### config.mk
export PLATFORM = sky130hd
export DESIGN_NAME = axi_ethernet_v3_01_a_sync_filter
export DESIGN_NICKNAME = d
export VERILOG_FILES = /design/src/rtl/axi_ethernet_v3_01_a_sync_pkg.sv /design/src/rtl/axi_ethernet_v3_01_a_sat_counter.sv /design/src/rtl/axi_ethernet_v3_01_a_sync_filter.sv
export SDC_FILE = /design/constraint.sdc
export NUM_CORES = 1
export LEC_CHECK = 0
export CAP_MARGIN = 10
export CORE_ASPECT_RATIO = 2
export CORE_UTILIZATION = 50
export CTS_CLUSTER_SIZE = 20
export DETAILED_ROUTE_END_ITERATION = 7
export PLACE_DENSITY = 0.78
export SKIP_CTS_REPAIR_TIMING = 1
export SLEW_MARGIN = 20
export SYNTH_ARGS = -nofsm -noshare
export SYNTH_HDL_FRONTEND = slang
export SYNTH_SLANG_ARGS = --single-unit
### constraint.sdc
create_clock -name clk_i -period 2.9 [get_ports clk_i]
set_input_delay 0.725 -clock clk_i [delete_from_list [all_inputs] [get_ports clk_i]]
set_output_delay 0.725 -clock clk_i [all_outputs]
set_load 0.03 [all_outputs]
### src/rtl/axi_ethernet_v3_01_a_sync_pkg.sv
// Shared definitions for the synchroniser-output glitch filter.
// Holds the qualify FSM encoding and the qualify counter width.
package axi_ethernet_v3_01_a_sync_pkg;

  localparam logic ST_STABLE  = 1'b0;
  localparam logic ST_QUALIFY = 1'b1;

  localparam int unsigned Q_CNT_W = 8;

  typedef enum logic {
    StStable  = ST_STABLE,
    StQualify = ST_QUALIFY
  } sync_state_e;

  // Count value at which the next differing sample accepts the change.
  function automatic logic [Q_CNT_W-1:0] q_cnt_last(input int unsigned filter_cycles);
    return Q_CNT_W'(filter_cycles - 1);
  endfunction

endpackage

### src/rtl/axi_ethernet_v3_01_a_sat_counter.sv
// Saturating event counter with synchronous clear.
// A clear that coincides with an event keeps that event (count becomes 1).
module axi_ethernet_v3_01_a_sat_counter #(
  parameter int unsigned CNT_WIDTH = 16
) (
  input  logic                 clk_i,
  input  logic                 resetn_i,
  input  logic                 inc_i,
  input  logic                 clr_i,
  output logic [CNT_WIDTH-1:0] count_o,
  output logic                 at_max_o,
  output logic                 ovf_evt_o
);

  logic [CNT_WIDTH-1:0] count_q, count_d;

  always_comb begin
    count_d = count_q;
    if (clr_i) begin
      count_d = inc_i ? CNT_WIDTH'(1) : '0;
    end else if (inc_i && !at_max_o) begin
      count_d = count_q + 1'b1;
    end
  end

  always_ff @(posedge clk_i or negedge resetn_i) begin
    if (!resetn_i) begin
      count_q <= '0;
    end else begin
      count_q <= count_d;
    end
  end

  assign count_o   = count_q;
  assign at_max_o  = &count_q;
  assign ovf_evt_o = inc_i & at_max_o;

endmodule

### src/rtl/axi_ethernet_v3_01_a_sync_filter.sv
// Glitch filter on an already-synchronised level: qualifies changes over FILTER_CYCLES
// samples, emits rise/fall strobes and keeps saturating event counts with a sticky overflow.
module axi_ethernet_v3_01_a_sync_filter
  import axi_ethernet_v3_01_a_sync_pkg::*;
#(
  parameter int unsigned FILTER_CYCLES = 4,
  parameter int unsigned CNT_WIDTH     = 16,
  parameter logic        INIT_LEVEL    = 1'b0
) (
  input  logic                 clk_i,
  input  logic                 resetn_i,
  input  logic                 data_sync_i,
  input  logic                 clear_counts_i,
  output logic                 filtered_o,
  output logic                 rise_pulse_o,
  output logic                 fall_pulse_o,
  output logic [CNT_WIDTH-1:0] rise_count_o,
  output logic [CNT_WIDTH-1:0] fall_count_o,
  output logic                 overflow_o
);

  sync_state_e        state_q, state_d;
  logic [Q_CNT_W-1:0] q_cnt_q, q_cnt_d;
  logic               filtered_q, filtered_d;
  logic               rise_q, rise_d;
  logic               fall_q, fall_d;
  logic               overflow_q, overflow_d;
  logic               differ;
  logic               rise_at_max, fall_at_max;
  logic               rise_ovf_evt, fall_ovf_evt;

  assign differ = data_sync_i != filtered_q;

  always_comb begin
    state_d    = state_q;
    q_cnt_d    = q_cnt_q;
    filtered_d = filtered_q;
    rise_d     = 1'b0;
    fall_d     = 1'b0;
    unique case (state_q)
      StStable: begin
        if (differ) begin
          if (FILTER_CYCLES == 1) begin
            filtered_d = data_sync_i;
            rise_d     = data_sync_i;
            fall_d     = ~data_sync_i;
          end else begin
            state_d = StQualify;
            q_cnt_d = Q_CNT_W'(1);
          end
        end
      end
      StQualify: begin
        if (!differ) begin
          // Input fell back before qualifying: drop it silently.
          state_d = StStable;
          q_cnt_d = '0;
        end else if (q_cnt_q == q_cnt_last(FILTER_CYCLES)) begin
          filtered_d = data_sync_i;
          rise_d     = data_sync_i;
          fall_d     = ~data_sync_i;
          state_d    = StStable;
          q_cnt_d    = '0;
        end else begin
          q_cnt_d = q_cnt_q + 1'b1;
        end
      end
      default: begin
        state_d = StStable;
        q_cnt_d = '0;
      end
    endcase
  end

  // Overflow clears on request even if an event hits a full counter on the same edge.
  assign overflow_d = clear_counts_i ? 1'b0 : (overflow_q | rise_ovf_evt | fall_ovf_evt);

  always_ff @(posedge clk_i or negedge resetn_i) begin
    if (!resetn_i) begin
      state_q    <= StStable;
      q_cnt_q    <= '0;
      filtered_q <= INIT_LEVEL;
      rise_q     <= 1'b0;
      fall_q     <= 1'b0;
      overflow_q <= 1'b0;
    end else begin
      state_q    <= state_d;
      q_cnt_q    <= q_cnt_d;
      filtered_q <= filtered_d;
      rise_q     <= rise_d;
      fall_q     <= fall_d;
      overflow_q <= overflow_d;
    end
  end

  // Counters see the registered strobes, so they advance the cycle after each strobe.
  axi_ethernet_v3_01_a_sat_counter #(
    .CNT_WIDTH (CNT_WIDTH)
  ) u_rise_cnt (
    .clk_i     (clk_i),
    .resetn_i  (resetn_i),
    .inc_i     (rise_q),
    .clr_i     (clear_counts_i),
    .count_o   (rise_count_o),
    .at_max_o  (rise_at_max),
    .ovf_evt_o (rise_ovf_evt)
  );

  axi_ethernet_v3_01_a_sat_counter #(
    .CNT_WIDTH (CNT_WIDTH)
  ) u_fall_cnt (
    .clk_i     (clk_i),
    .resetn_i  (resetn_i),
    .inc_i     (fall_q),
    .clr_i     (clear_counts_i),
    .count_o   (fall_count_o),
    .at_max_o  (fall_at_max),
    .ovf_evt_o (fall_ovf_evt)
  );

  assign filtered_o   = filtered_q;
  assign rise_pulse_o = rise_q;
  assign fall_pulse_o = fall_q;
  assign overflow_o   = overflow_q;

  logic unused_at_max;
  assign unused_at_max = rise_at_max ^ fall_at_max;

endmodule

Word-level counts from Yosys, hierarchy flattened
Cells that the tools add are included.

Register bits: 45. Input bits: 4. Output and inout bits: 36. Word-level logic and storage cells: 50.

Add/subtract/negate cells: 3. Equal/unequal tests: 3. Mux-type cells: 21. Bitwise logic cells: 6. Reduce and logical (&&, ||, !) cells: 9.

Operators with widths (count): $mux 16 (4); $add 16x1->16 const B (2); $reduce_and 16->1 (2); $mux 8 (3); $pmux 8 s2 (1); $mux 1 (12); $add 8x1->8 const B (1); $eq 8x2->1 const B (1); $reduce_bool 2->1 (2); $reduce_and 3->1 (1); $and 1x1->1 (2); $logic_and 1x1->1 (2); $logic_not 1->1 (2); $ne 2x2->1 const B (1); $not 1->1 (2); $or 1x1->1 (2); $pmux 1 s2 (1); $ne 1x1->1 (1).

Longest topological paths before layout
Depth after elaboration: 5. Gate-level depth with buffers: 6. Depth with buffers taken out: 5.

Cells and area by module
A second synthesis with hierarchy kept.

Cells, all modules: 270. Area total of the unflattened synthesis: 2613.8 µm².

By module, submodules not included: axi_ethernet_v3_01_a_sat_counter (times used 2, cells an instance 102, area each 960.9 µm², sequential area each 400.4 µm²); axi_ethernet_v3_01_a_sync_filter (times used 1, cells an instance 66, area each 691.9 µm², sequential area each 325.3 µm²).

Worst setup path after synthesis
OpenSTA, ideal clock, no wires.

Path kind: reg2reg. From: register u_rise_cnt.count_q[0], in the netlist u_rise_cnt.count_o[0]. To: register u_rise_cnt.count_q[15], in the netlist u_rise_cnt.count_o[15]. Setup time: 0.077 ns. Arrival time: 1.827 ns. Required time: 2.823 ns. Path slack: 0.996 ns. Stages on the path, launching flop included: 6. Path buffers: 0. Period minus slack after synthesis: 1.904 ns. Cells stage by stage: dfrtp_1 ha_1 and3_2 a211o_1 or4_1 a21oi_1.

Word-level cells in the longest chain between the ends: 4. Elaborated cells on any way between the ends: 7. Classes of those cells: add/sub: 1; mux: 2; reduce/logical: 4.

Ends and longest elaborated chain: from (decl) (line axi_ethernet_v3_01_a_sat_counter.sv:15) `logic [CNT_WIDTH-1:0] count_q, count_d;`; from (signal assigned) (line axi_ethernet_v3_01_a_sat_counter.sv:30) `count_q <= count_d;`; branches (longest 4 deep; another with $add 16x1->16).

Several ways; the timed one is not identified. The select of a mux whose other input is x is not followed. A chain may end at the register's enable or synchronous reset.

Worst setup path in the final report
From: register fall_q, in the netlist fall_pulse_o. To: output fall_pulse_o.

RTL lines: from (decl) (line axi_ethernet_v3_01_a_sync_filter.sv:26) `logic fall_q, fall_d;`; from (signal assigned) (line axi_ethernet_v3_01_a_sync_filter.sv:91) `fall_q <= fall_d;`; to (decl) (line axi_ethernet_v3_01_a_sync_filter.sv:16) `output logic fall_pulse_o,`.

No word-level cell between the ends.

==> summary.md <==
| Metric | Value |
|---|---|
| Die W | between 50 and 60 µm |
| Area share of and/or/nand/nor cells after synthesis | between 30 and 40% |
| Worst min-delay path class | in2async |
| H-tree depth | 2 |
| Global Route Usage Sum | between 20% and 30% |
| Warnings from Yosys | 0 |
| Crit path buffers/inverters | 1 |
| Worst endpoint data arrival time | about 1700 ps |
| Row count | 36 |
| Worst path max stage delay | around 760 ps |
| Final WL | roughly 6 mm |
| Compound-Gate Fraction of Synth Area | around 15% |
| Vias | about 2200 |
| Worst rel slew slack | between 40% and 50% |
| CP Capture Type | primary output |
| Setup_tns | 0 ps |
| Die area | 5380 µm² |
| Detailed Route Iter0 Violations | 30 |
| Synth Area in Adders | ~1.5% |
| Layout cells sized above 1 | about 7.6% |
| Gpl congestion | 0.806 |
| Synth Register Bits | between 40 and 50 |
| Syn-to-layout area delta | 20.5% |
| Worst r2r src | u_rise_cnt.count_o[12]$_DFFE_PN0P_ |
| Dpl hpwl | between 4 and 5 mm |
| Multiplexer share of the synthesized area | about 3.0% |
| CP delay by family, top | buffers and inverters |
| Actual transition at the worst max-transition pin | ~770 ps |
| Diode count | 0 |
| Max Slew Vio Count | 0 |
| Total power | roughly 1.5 mW |
| Critical Path Start Type | register |
| Port Buffer Count | 39 |
| Num CTS Buffers | 5 |
| CP Max Fanout | 15 |
| Synth Instances | ~260 |
| Largest family of logic cells by synthesized area | simple AND/OR/NAND/NOR gates |
| Final antenna-violating net count | 0 |
| Final hold viol count | 0 |
| Slowest stage cell, crit path | clkdlybuf4s50_1 |
| Cells along the critical path | clkdlybuf4s50_1 |
| Clock slew at reported path FFs | about 90 ps |
| Sequential share of the synthesized area | between 40 and 50% |
| Nets | roughly 310 |
| Reg2Reg Depth | 4 |
| RSZ-0062 raised after global routing | false |
| Worst Slack Setup Final | 499 ps |
| Period utilization | slightly above 80% |
| Core Region | 4860 µm² |
| Longest Clk Path Bufs | 2 |
| Ports | 40 |
| DRC | 0 |
| Setup violations, final | 0 |
| Starting Density | a little over half |
| Outcome | finished clean |
| Max Clock Skew | 7.86 ps |
| Critical Path RT | between 2000 and 2500 ps |
| Avg WL per Cell | between 15 and 20 µm |
| Leakage power | approximately 1.2 nW |
| Clock sink count | 45 |
| Fmax | 0.416 GHz |
| Clock period minus worst slack | about 2400 ps |
| Later-pin clock latency in the skew report | roughly 300 ps |
| Post-layout util | 62.8% |
| Synth unique cells | 43 |
| Vias in the first global route | 2154 |
| Via density | just over 6 |
| Max VDD drop | about 0.52 mV |
| CTS tree | yes |
| Post-place setup slack | about 530 ps |
| Cell Area, Synth | 2540 µm² |
| Initial antenna violation count | 0 |
| Pwr dens | roughly 490 nW/µm² |
| CTS root buffer | clkbuf_8 |
| Die Y-Extent | ~100 µm |
| Worst reg2reg setup slack | 940 ps |
| MaxCap Viol Count | 0 |
| Worst setup path class | reg2out |
| Reg2reg end | u_rise_cnt.count_o[9]$_DFFE_PN0P_ |
| Gr ovfl total | 0 |
| XOR/XNOR Fraction of Synth Area | between 1.5 and 2% |
| Largest net degree at the start of global routing | 40 |
| First-pass GRT wire length | between 9 and 10 mm |
| Net Count, Synth | between 200 and 300 |
| DR pass1 iterations | 4 |
| Average size of a mapped cell | around 9.7 µm² |
worst register-to-register path, cell delays in order (launching register included):
cell	delay, ps
dfrtp_1	480
nand4_1	320
nor4_1	760
or4_1	210
a21oi_1	60
per-layer routing:
layer | track usage [%] | share of wire [%]
met5 | 0 | 0
met1 | 25.9 | 38
met4 | 8.50 | 2.1
met3 | 3.54 | 2.5
met2 | 46.5 | 57
synthesized netlist by cell type, drive strengths merged:
cell type / count / area share [%]
a31oi: 5 / 1.2
a22o: 2 / 0.69
nor4: 5 / 2.4
o21bai: 1 / 0.30
dfrtp: 45 / 44
o21a: 1 / 0.30
buf: 3 / 1.2
xnor2: 4 / 1.4
ha: 3 / 1.5
or3: 12 / 3.0
a211oi: 4 / 1.4
a41oi: 1 / 0.35
mux2i: 3 / 1.2
o21ai: 13 / 2.6
nand4: 14 / 5.2
nand2b: 7 / 1.7
nor4b: 1 / 0.35
inv: 6 / 0.89
or4: 5 / 1.5
nand2: 11 / 1.6
nor3: 8 / 1.6
and3: 8 / 2.1
xor2: 1 / 0.35
mux2: 4 / 1.8
o31ai: 7 / 2.1
nor2b: 4 / 0.99
nor2: 15 / 2.2
nand3: 22 / 4.3
and2: 4 / 0.99
and4: 4 / 1.4
a21oi: 24 / 4.7
nor3b: 5 / 1.5
clkbuf: 5 / 1.5
nand3b: 1 / 0.30
a2bb2oi: 1 / 0.35
a211o: 2 / 0.69
cell families after synthesis:
| kind of cell | Yosys count |
|---|---|
| compound gates | 61 |
| xor+xnor | 5 |
| fa+ha+maj | 3 |
| buf+inv | 14 |
| flops | 45 |
| mux | 7 |
| simple gates | 126 |
where the power goes:
part	total [mW]	switching, mW	internal [mW]
Combinational	0.258	0.157	0.101
Clock	0.498	0.216	0.281
Sequential	0.728	0.0590	0.669
Total	1.48	0.432	1.05
worst max path at each step:
| stage | slack (ps) | cells after the start | start | to |
|---|---|---|---|---|
| after global routing | 440 | 1 | fall_pulse_o$_DFF_PN0_ | fall_pulse_o |
| after detailed placement | 530 | 5 | data_sync_i | q_cnt_q[3]$_DFFE_PN0P_ |
| after CTS | 500 | 1 | fall_pulse_o$_DFF_PN0_ | fall_pulse_o |
| final | 500 | 1 | fall_pulse_o$_DFF_PN0_ | fall_pulse_o |
| after floorplan | 1000 | 5 | u_rise_cnt.count_o[0]$_DFFE_PN0P_ | u_rise_cnt.count_o[15]$_DFFE_PN0P_ |
| after global placement | 580 | 5 | data_sync_i | q_cnt_q[2]$_DFFE_PN0P_ |
through the flow:
| step | std cells | hold WS [ps] | cell area [µm²] |
|---|---|---|---|
| floorplan | 261 | 429 | 2540 |
| global placement | 351 | 474 | 2940 |
| detailed placement | 351 | 503 | 2940 |
| CTS | 359 | 385 | 3060 |
| global route | 359 | 398 | 3060 |
| finish | 359 | 363 | 3060 |
area by class of cell:
class | instances | area [µm²]
Clock buffer | 7 | 86.3
Clock inverter | 1 | 30.0
Fill cell | 420 | 1810
Inverter | 6 | 22.5
Multi-Input combinational cell | 202 | 1320
Sequential cell | 45 | 1130
Tap cell | 57 | 71.3
Timing Repair Buffer | 41 | 400
registers in the layout (all words and copies together) (netlist names):
register	flops
fall_pulse_o	1
filtered_o	1
overflow_o	1
q_cnt_q	8
rise_pulse_o	1
state_q	1
u_fall_cnt.count_o	16
u_rise_cnt.count_o	16
cells in the final DEF, fill, tap and decap left out, types with 8 or more instances in the layout:
cell / n
nor2_1: 15
o21ai_0: 12
or3_1: 12
nand4_1: 11
a21oi_1: 24
clkdlybuf4s50_1: 38
nor3_1: 8
nand2_1: 11
nand3_1: 22
dfrtp_1: 45
Note: power is estimated with default switching activity, not from simulation.
